==> config.mk <==
export PLATFORM = sky130hd
export DESIGN_NAME = seq_restoring_divider
export DESIGN_NICKNAME = d
export VERILOG_FILES = /design/src/rtl/arith_pkg.sv /design/src/rtl/seq_restoring_divider_trial_subtractor.sv /design/src/rtl/seq_restoring_divider.sv
export SDC_FILE = /design/constraint.sdc
export NUM_CORES = 1
export LEC_CHECK = 0
export CORE_UTILIZATION = 40
export CTS_CLUSTER_DIAMETER = 60
export DETAILED_ROUTE_END_ITERATION = 8
export GPL_TIMING_DRIVEN = 1
export PLACE_DENSITY = 0.59
export SLEW_MARGIN = 40
export SYNTH_ARGS = -nofsm -noshare
export SYNTH_HDL_FRONTEND = slang
export SYNTH_SLANG_ARGS = --single-unit
export TNS_END_PERCENT = 10
==> constraint.sdc <==
create_clock -name clk -period 3.1 [get_ports clk]
set_input_delay 0.62 -clock clk [delete_from_list [all_inputs] [get_ports clk]]
set_output_delay 0.62 -clock clk [all_outputs]
set_load 0.1 [all_outputs]
==> src/rtl/arith_pkg.sv <==
// Shared arithmetic-unit definitions: divider sizing and FSM state encoding.
// Imported by the sequential divider and its trial subtractor.
package arith_pkg;

    localparam int DIV_WIDTH = 20;
    localparam int DIV_CNT_W = 5;

    localparam logic [1:0] ST_IDLE = 2'd0;
    localparam logic [1:0] ST_RUN  = 2'd1;
    localparam logic [1:0] ST_FIN  = 2'd2;

    typedef enum logic [1:0] {
        S_IDLE = ST_IDLE,
        S_RUN  = ST_RUN,
        S_FIN  = ST_FIN
    } div_state_e;

    // Quotient reported for a zero divisor: every bit set.
    function automatic logic [DIV_WIDTH-1:0] div_zero_quotient();
        return {DIV_WIDTH{1'b1}};
    endfunction

endpackage : arith_pkg

==> src/rtl/seq_restoring_divider_trial_subtractor.sv <==
// Combinational (WIDTH+1)-bit trial subtraction for one restoring-divide step.
// Borrow set means the shifted partial remainder is smaller than the divisor.
module trial_subtractor
    import arith_pkg::*;
#(
    parameter int WIDTH = DIV_WIDTH
) (
    input  logic [WIDTH:0]   rs,
    input  logic [WIDTH-1:0] divisor,
    output logic [WIDTH-1:0] diff,
    output logic             borrow
);

    logic [WIDTH:0] t_s;

    // Single subtract; the top bit of the wrapped result is the borrow.
    always_comb begin
        t_s    = rs - {1'b0, divisor};
        diff   = t_s[WIDTH-1:0];
        borrow = t_s[WIDTH];
    end

endmodule : trial_subtractor

==> src/rtl/seq_restoring_divider.sv <==
// Unsigned sequential restoring divider, one trial subtraction per clock.
// Start/done handshake, one operation in flight, registered results.
module seq_restoring_divider
    import arith_pkg::*;
#(
    parameter int WIDTH = DIV_WIDTH,
    parameter int CNT_W = DIV_CNT_W
) (
    input  logic             clk,
    input  logic             rst_n,
    input  logic             start,
    input  logic [WIDTH-1:0] dividend,
    input  logic [WIDTH-1:0] divisor,
    output logic             busy,
    output logic             done,
    output logic [WIDTH-1:0] quotient,
    output logic [WIDTH-1:0] remainder,
    output logic             div_by_zero
);

    div_state_e       state_q, state_d;
    logic [CNT_W-1:0] count_q, count_d;
    logic [WIDTH-1:0] r_q, r_d;
    logic [WIDTH-1:0] q_q, q_d;
    logic [WIDTH-1:0] dividend_q, dividend_d;
    logic [WIDTH-1:0] divisor_q, divisor_d;
    logic [WIDTH-1:0] quotient_q, quotient_d;
    logic [WIDTH-1:0] remainder_q, remainder_d;
    logic             dbz_q, dbz_d;
    logic             done_q, done_d;
    logic             busy_q, busy_d;

    logic [WIDTH:0]   rs_s;
    logic [WIDTH-1:0] diff_s;
    logic             borrow_s;

    // Partial remainder shifted left, pulling in the next dividend bit.
    always_comb begin
        rs_s = {r_q, q_q[WIDTH-1]};
    end

    trial_subtractor #(.WIDTH(WIDTH)) u_trial_sub (
        .rs      (rs_s),
        .divisor (divisor_q),
        .diff    (diff_s),
        .borrow  (borrow_s)
    );

    // Next-state, iteration datapath and result loading.
    always_comb begin
        state_d     = state_q;
        count_d     = count_q;
        r_d         = r_q;
        q_d         = q_q;
        dividend_d  = dividend_q;
        divisor_d   = divisor_q;
        quotient_d  = quotient_q;
        remainder_d = remainder_q;
        dbz_d       = dbz_q;
        done_d      = 1'b0;

        case (state_q)
            S_IDLE: begin
                if (start) begin
                    dividend_d = dividend;
                    divisor_d  = divisor;
                    if (divisor == {WIDTH{1'b0}}) begin
                        state_d = S_FIN;
                    end else begin
                        state_d = S_RUN;
                        count_d = {CNT_W{1'b0}};
                        r_d     = {WIDTH{1'b0}};
                        q_d     = dividend;
                    end
                end else begin
                    state_d = S_IDLE;
                end
            end
            S_RUN: begin
                if (borrow_s) begin
                    r_d = rs_s[WIDTH-1:0];
                    q_d = {q_q[WIDTH-2:0], 1'b0};
                end else begin
                    r_d = diff_s;
                    q_d = {q_q[WIDTH-2:0], 1'b1};
                end
                count_d = count_q + CNT_W'(1);
                if (count_q == CNT_W'(WIDTH - 1)) begin
                    state_d     = S_FIN;
                    quotient_d  = q_d;
                    remainder_d = r_d;
                    dbz_d       = 1'b0;
                    done_d      = 1'b1;
                end else begin
                    state_d = S_RUN;
                end
            end
            S_FIN: begin
                // Entering FIN without done means a zero divisor: publish now.
                if (done_q) begin
                    state_d = S_IDLE;
                end else begin
                    quotient_d  = div_zero_quotient();
                    remainder_d = dividend_q;
                    dbz_d       = 1'b1;
                    done_d      = 1'b1;
                end
            end
            default: begin
                state_d = S_IDLE;
            end
        endcase

        busy_d = (state_d != S_IDLE);
    end

    // State, working and result registers.
    always_ff @(posedge clk or negedge rst_n) begin
        if (!rst_n) begin
            state_q     <= S_IDLE;
            count_q     <= {CNT_W{1'b0}};
            r_q         <= {WIDTH{1'b0}};
            q_q         <= {WIDTH{1'b0}};
            dividend_q  <= {WIDTH{1'b0}};
            divisor_q   <= {WIDTH{1'b0}};
            quotient_q  <= {WIDTH{1'b0}};
            remainder_q <= {WIDTH{1'b0}};
            dbz_q       <= 1'b0;
            done_q      <= 1'b0;
            busy_q      <= 1'b0;
        end else begin
            state_q     <= state_d;
            count_q     <= count_d;
            r_q         <= r_d;
            q_q         <= q_d;
            dividend_q  <= dividend_d;
            divisor_q   <= divisor_d;
            quotient_q  <= quotient_d;
            remainder_q <= remainder_d;
            dbz_q       <= dbz_d;
            done_q      <= done_d;
            busy_q      <= busy_d;
        end
    end

    assign busy        = busy_q;
    assign done        = done_q;
    assign quotient    = quotient_q;
    assign remainder   = remainder_q;
    assign div_by_zero = dbz_q;

endmodule : seq_restoring_divider

After elaboration in Yosys (flattened, before gate mapping)
Index checks and enable logic that the tools add are counted.
Widths: inputs -> output; s select.
Operators by class
  add/subtract/negate cells: 2
  $mul: 0
  divide/modulo/power cells: 0
  magnitude comparators: 0
  eq/ne operators: 7
  shifts and indexed selects: 0
  multiplexer cells: 28
  bitwise logic cells: 0
  reduce and logical (&&, ||, !) cells: 8
Operator list (count)
  $mux 20: 9
  $pmux 20 s2: 4
  $sub 21x20->21: 1
  $logic_not 20->1: 1
  $mux 5: 2
  $pmux 5 s2: 1
  $mux 2: 4
  $ne 2x2->1 const B: 4
  $pmux 2 s3: 1
  $reduce_and 3->1: 2
  $reduce_bool 2->1: 3
  $add 5x1->5 const B: 1
  $eq 5x5->1 const B: 1
  $mux 1: 5
  $pmux 1 s2: 2
  $eq 2x1->1 const B: 1
  $eq 2x2->1 const B: 1
  $logic_not 2->1: 1
  $reduce_and 2->1: 1
Storage, ports and cells
  register bits: 130
  bits in latches: 0
  memory bits (writable): 0
  bits in read-only memories: 0
  output and inout bits: 43
  memories kept: 0

Longest topological paths before layout
  depth in word-level cells: 5
  depth in mapped cells: 13
  depth with buffers taken out: 12

Hierarchy
From an unflattened synthesis, not the netlist that was laid out.
Unflattened totals
  cells, all modules: 717
  area total of the unflattened synthesis: 6835.3 um^2
Modules (own cells, without submodules)
  seq_restoring_divider: times used 1, cells an instance 543, area an instance 5667.9 um^2
  trial_subtractor: times used 1, cells an instance 174, area an instance 1167.4 um^2

Worst setup path before layout
OpenSTA, ideal clock, no wires.
  kind: register to register
  start point: reg q_q[19]
  end point: reg remainder_q[19], in the netlist remainder[19]
  setup time: 126 ps
  data arrival time: 2766 ps
  setup slack: 208 ps
  stages on the path, launching flop included: 13
  path buffers: 0
  cell sequence: dfrtp_1 inv_1 ha_1 inv_1 fa_1 a211oi_1 o21ai_2 o21ai_2 o21a_2 o31ai_4 xor2_4 mux2_2 a221o_1
Between the ends
  word-level cells in the longest chain between the ends: 4
Ends and longest elaborated chain
  start, declared: line seq_restoring_divider.sv:24  | logic [WIDTH-1:0] q_q, q_d;
  start signal, assigned: line seq_restoring_divider.sv:123  | q_q <= {WIDTH{1'b0}};
  start signal, assigned: line seq_restoring_divider.sv:135  | q_q <= q_d;
  $sub 21x20->21: line seq_restoring_divider_trial_subtractor.sv:18  | t_s = rs - {1'b0, divisor};
  $mux 20: line seq_restoring_divider.sv:80  | if (borrow_s) begin
  $mux 20: line seq_restoring_divider.sv:88  | if (count_q == CNT_W'(WIDTH - 1)) begin
  $pmux 20 s2: line seq_restoring_divider.sv:62  | case (state_q)
  end signal, assigned: line seq_restoring_divider.sv:127  | remainder_q <= {WIDTH{1'b0}};
  end signal, assigned: line seq_restoring_divider.sv:139  | remainder_q <= remainder_d;
  end, declared: line seq_restoring_divider.sv:28  | logic [WIDTH-1:0] remainder_q, remainder_d;
Every way passes these cells. The select of a mux whose other input is x is not followed.
A chain may end at the register's enable or synchronous reset.

Final worst setup path
  start point: reg r_q[3]
  end point: reg remainder_q[19], in the netlist remainder[19]
Between the ends
  word-level cells in the longest chain between the ends: 4
Ends and longest elaborated chain
  start, declared: line seq_restoring_divider.sv:23  | logic [WIDTH-1:0] r_q, r_d;
  start signal, assigned: line seq_restoring_divider.sv:122  | r_q <= {WIDTH{1'b0}};
  start signal, assigned: line seq_restoring_divider.sv:134  | r_q <= r_d;
  $sub 21x20->21: line seq_restoring_divider_trial_subtractor.sv:18
  $mux 20: line seq_restoring_divider.sv:80
  $mux 20: line seq_restoring_divider.sv:88
  $pmux 20 s2: line seq_restoring_divider.sv:62
Every way passes these cells. The select of a mux whose other input is x is not followed.

==> flow_metrics.env <==
export IMPL_status="finished clean"
export IMPL_grt_overflow=0
export IMPL_fin_crit_ns=2.939
export IMPL_rows=46
export IMPL_clkSinkCount=130
export IMPL_synth_top_area_share_pct=48.95
export IMPL_max_freq_mhz=340.2
export IMPL_place_gp_congestion=0.8351
export IMPL_fp_coreArea_um2=16060
export IMPL_ctsHoldBuffers=0
export IMPL_cts_root_buffer="clkbuf_16"
export IMPL_fin_crit_sh_pct=94.81
export IMPL_ys_warn_count=0
export IMPL_clock_latency_ns=0.41
export IMPL_maxCapViolCount=0
export IMPL_port_buffers=85
export IMPL_slowest_stage="dfrtp_1"
export IMPL_crit_fanout=4
export IMPL_cts_tree="done"
export IMPL_wire_per_inst_um=17.03
export IMPL_netlist_top_cells_count="dfrtp_1, a21oi_1, nor2_1, nand2_1, mux2_2"
export IMPL_tightest_slew_ns=0.6712
export IMPL_diodes=0
export IMPL_synth_area_leaders="dfrtp_1, mux2_2, mux2i_1"
export IMPL_synth_nets=715
export IMPL_antenna_found_initial=0
export IMPL_synth_seq_cells=130
export IMPL_dr_pass1_iters=4
export IMPL_criticalPathCategory="reg2reg"
export IMPL_ant_nets=0
export IMPL_startpoint_type="flop"
export IMPL_synthToLayoutAreaGrowth_pct=26.00
export IMPL_nNetsFinal=805
export IMPL_clk_pin_slew_ns=0.06
export IMPL_ys_async_sr_fraction_pct=100.0
export IMPL_drtIter0Drc=283
export IMPL_yosysMostFrequentCell="dfrtp_1"
export IMPL_cp_top_family="compound AO/OA/AOI/OAI gates"
export IMPL_start_util_pct=41.39
export IMPL_ios=86
export IMPL_grt_setup_unrepaired="false"
export IMPL_hold_viol=0
export IMPL_cts_max_path_buffers=2
export IMPL_grt_first_pass_wirelength_um=26830
export IMPL_die_area_um2=17130
export IMPL_syn_avg_cell_area_um2=10.29
export IMPL_drv_slew=0
export IMPL_die_y_um=130.9
export IMPL_setup_viol=0
export IMPL_synth_edf_count=0
export IMPL_cts_buffers=17
export IMPL_slew_headroom_pct=55.14
export IMPL_hpwl_um=12000
export IMPL_setup_tns_ns=0
export IMPL_grt_max_degree=49
export IMPL_crit_buf_inv=0
export IMPL_routed_wirelength_um=16420
export IMPL_yosys_cell_types_count=54
export IMPL_fin_skew_ns=0.007666
export IMPL_worstPathRequired_ns=3.40
export IMPL_fp_dieW_um=130.9
export IMPL_vias_per_cell=5.329
export IMPL_num_vias=5137
export IMPL_synth_flop_cell="dfrtp_1"
export IMPL_crit_arrival_ns=3.23
export IMPL_max_stage_delay_ns=0.41
export IMPL_synth_seq_area_share_pct=48.95
export IMPL_htreeDepth=4
export IMPL_hp_class="in2async"
export IMPL_synth_top_area_cell="dfrtp_1"
export IMPL_drc=0
export IMPL_grt_pass1_vias=5202
export IMPL_end_kind="flop"
export IMPL_synthCells=646
export IMPL_grt_usage_pct=20.65
export IMPL_cp_cell_sequence="ha_1, a21o_1, or3_1, o221ai_2, nand3_2, a221oi_1, o311ai_1, mux2_2, a221o_1"
export IMPL_netlist_area_um2=6646
export IMPL_drive_gt1_share_pct=20.59
==> registers in the layout, indices dropped and copies added (netlist names) <==
register     cells
dividend_q      20
divisor_q       20
q_q             20
quotient        20
r_q             20
remainder       20
count_q          5
state_q          2
busy             1
div_by_zero      1
done             1
==> cell usage in the layout (no fill, tap or decap), drive strengths merged, types with 2 or more instances in the layout <==
cell type / count
clkbuf: 20
buf: 64
inv: 32
a211oi: 4
o22ai: 17
nor2: 56
a21o: 5
bufinv: 4
ha: 25
clkinvlp: 2
and4: 2
clkdlybuf4s50: 41
nand2: 45
nor4: 5
a21oi: 71
a22oi: 11
xor2: 8
a22o: 2
mux2i: 38
o21ai: 48
nor3: 4
nor3b: 2
o22a: 3
nor2b: 7
nand2b: 5
nand3: 7
a31oi: 4
mux2: 43
o211ai: 4
o21a: 4
xnor2: 13
nand4b: 2
o31ai: 3
or2: 2
clkinv: 2
dfrtp: 130
a21boi: 2
==> worst reg2reg max path, stage by stage (launching register included) <==
cell	delay [ns]
dfrtp_1	0.41
ha_1	0.37
a21o_1	0.21
or3_1	0.35
o221ai_2	0.25
nand3_2	0.12
a221oi_1	0.30
o311ai_1	0.19
mux2_2	0.31
a221o_1	0.32
==> kinds of logic after synthesis <==
logic type      Yosys count  share of synthesized area (%)
xor+xnor                 21                          3.050
flops                   130                          48.95
mux                      81                          13.01
simple gates            140                          9.432
compound gates          185                          16.74
fa+ha+maj                26                          5.008
buf+inv                  63                          3.821
==> metrics by stage <==
step / util, % / instance area, µm² / hold slack [ns] / instances / setup WS (ns)
after floorplan: - / 6646 / 0.3244 / 646 / 0.2075
after global placement: 47.97 / 7702 / 0.4805 / 931 / 0.09978
after detailed placement: 47.98 / 7705 / 0.4804 / 931 / 0.01917
after CTS: 51.98 / 8347 / 0.2281 / 962 / 0.0009408
after global routing: 52.15 / 8374 / 0.2465 / 964 / 0.006164
final: 52.15 / 8374 / 0.2156 / 964 / 0.1608
==> cell type report <==
type                    count  area (µm²)
clock buffers              20       466.7
clock inverters            11       175.2
fillers                  1453        7684
inverters                  29       108.9
multi-input cells         453        3159
flip-flops and latches    130        3253
well taps                 216       270.3
repair buffers            105       940.9
==> what timing repair did <==
action,in CTS,in global routing
buffers inserted,0,2
setup endpoints to repair,0,40
gates resized for setup,0,4
==> worst paths after layout <==
check | slack (ns) | endpoint | start | cells past startpoint
max in group asynchronous | 2.06 | quotient[17]$_DFFE_PN0P_ | rst_n | 2
hold / removal | 0.22 | divisor_q[2]$_DFFE_PN0P_ | rst_n | 1
setup / recovery | 0.16 | remainder[19]$_DFFE_PN0P_ | r_q[3]$_DFFE_PN0P_ | 9
min in group clk | 0.50 | q_q[19]$_DFFE_PN0P_ | q_q[19]$_DFFE_PN0P_ | 2
setup reg to reg | 0.16 | remainder[19]$_DFFE_PN0P_ | r_q[3]$_DFFE_PN0P_ | 9
hold reg to reg | 0.50 | q_q[19]$_DFFE_PN0P_ | q_q[19]$_DFFE_PN0P_ | 2
==> per-layer routing <==
layer	global-route usage (%)	wire, µm	up-vias
met5	0	0	-
li1	-	-	2497
met1	27.52	7449	2527
met4	6.085	219	0
met3	4.031	616	17
met2	34.08	8134	96
Power is not shown: default switching activity piles up to over one toggle a cycle in this logic, so the estimate is an artifact.
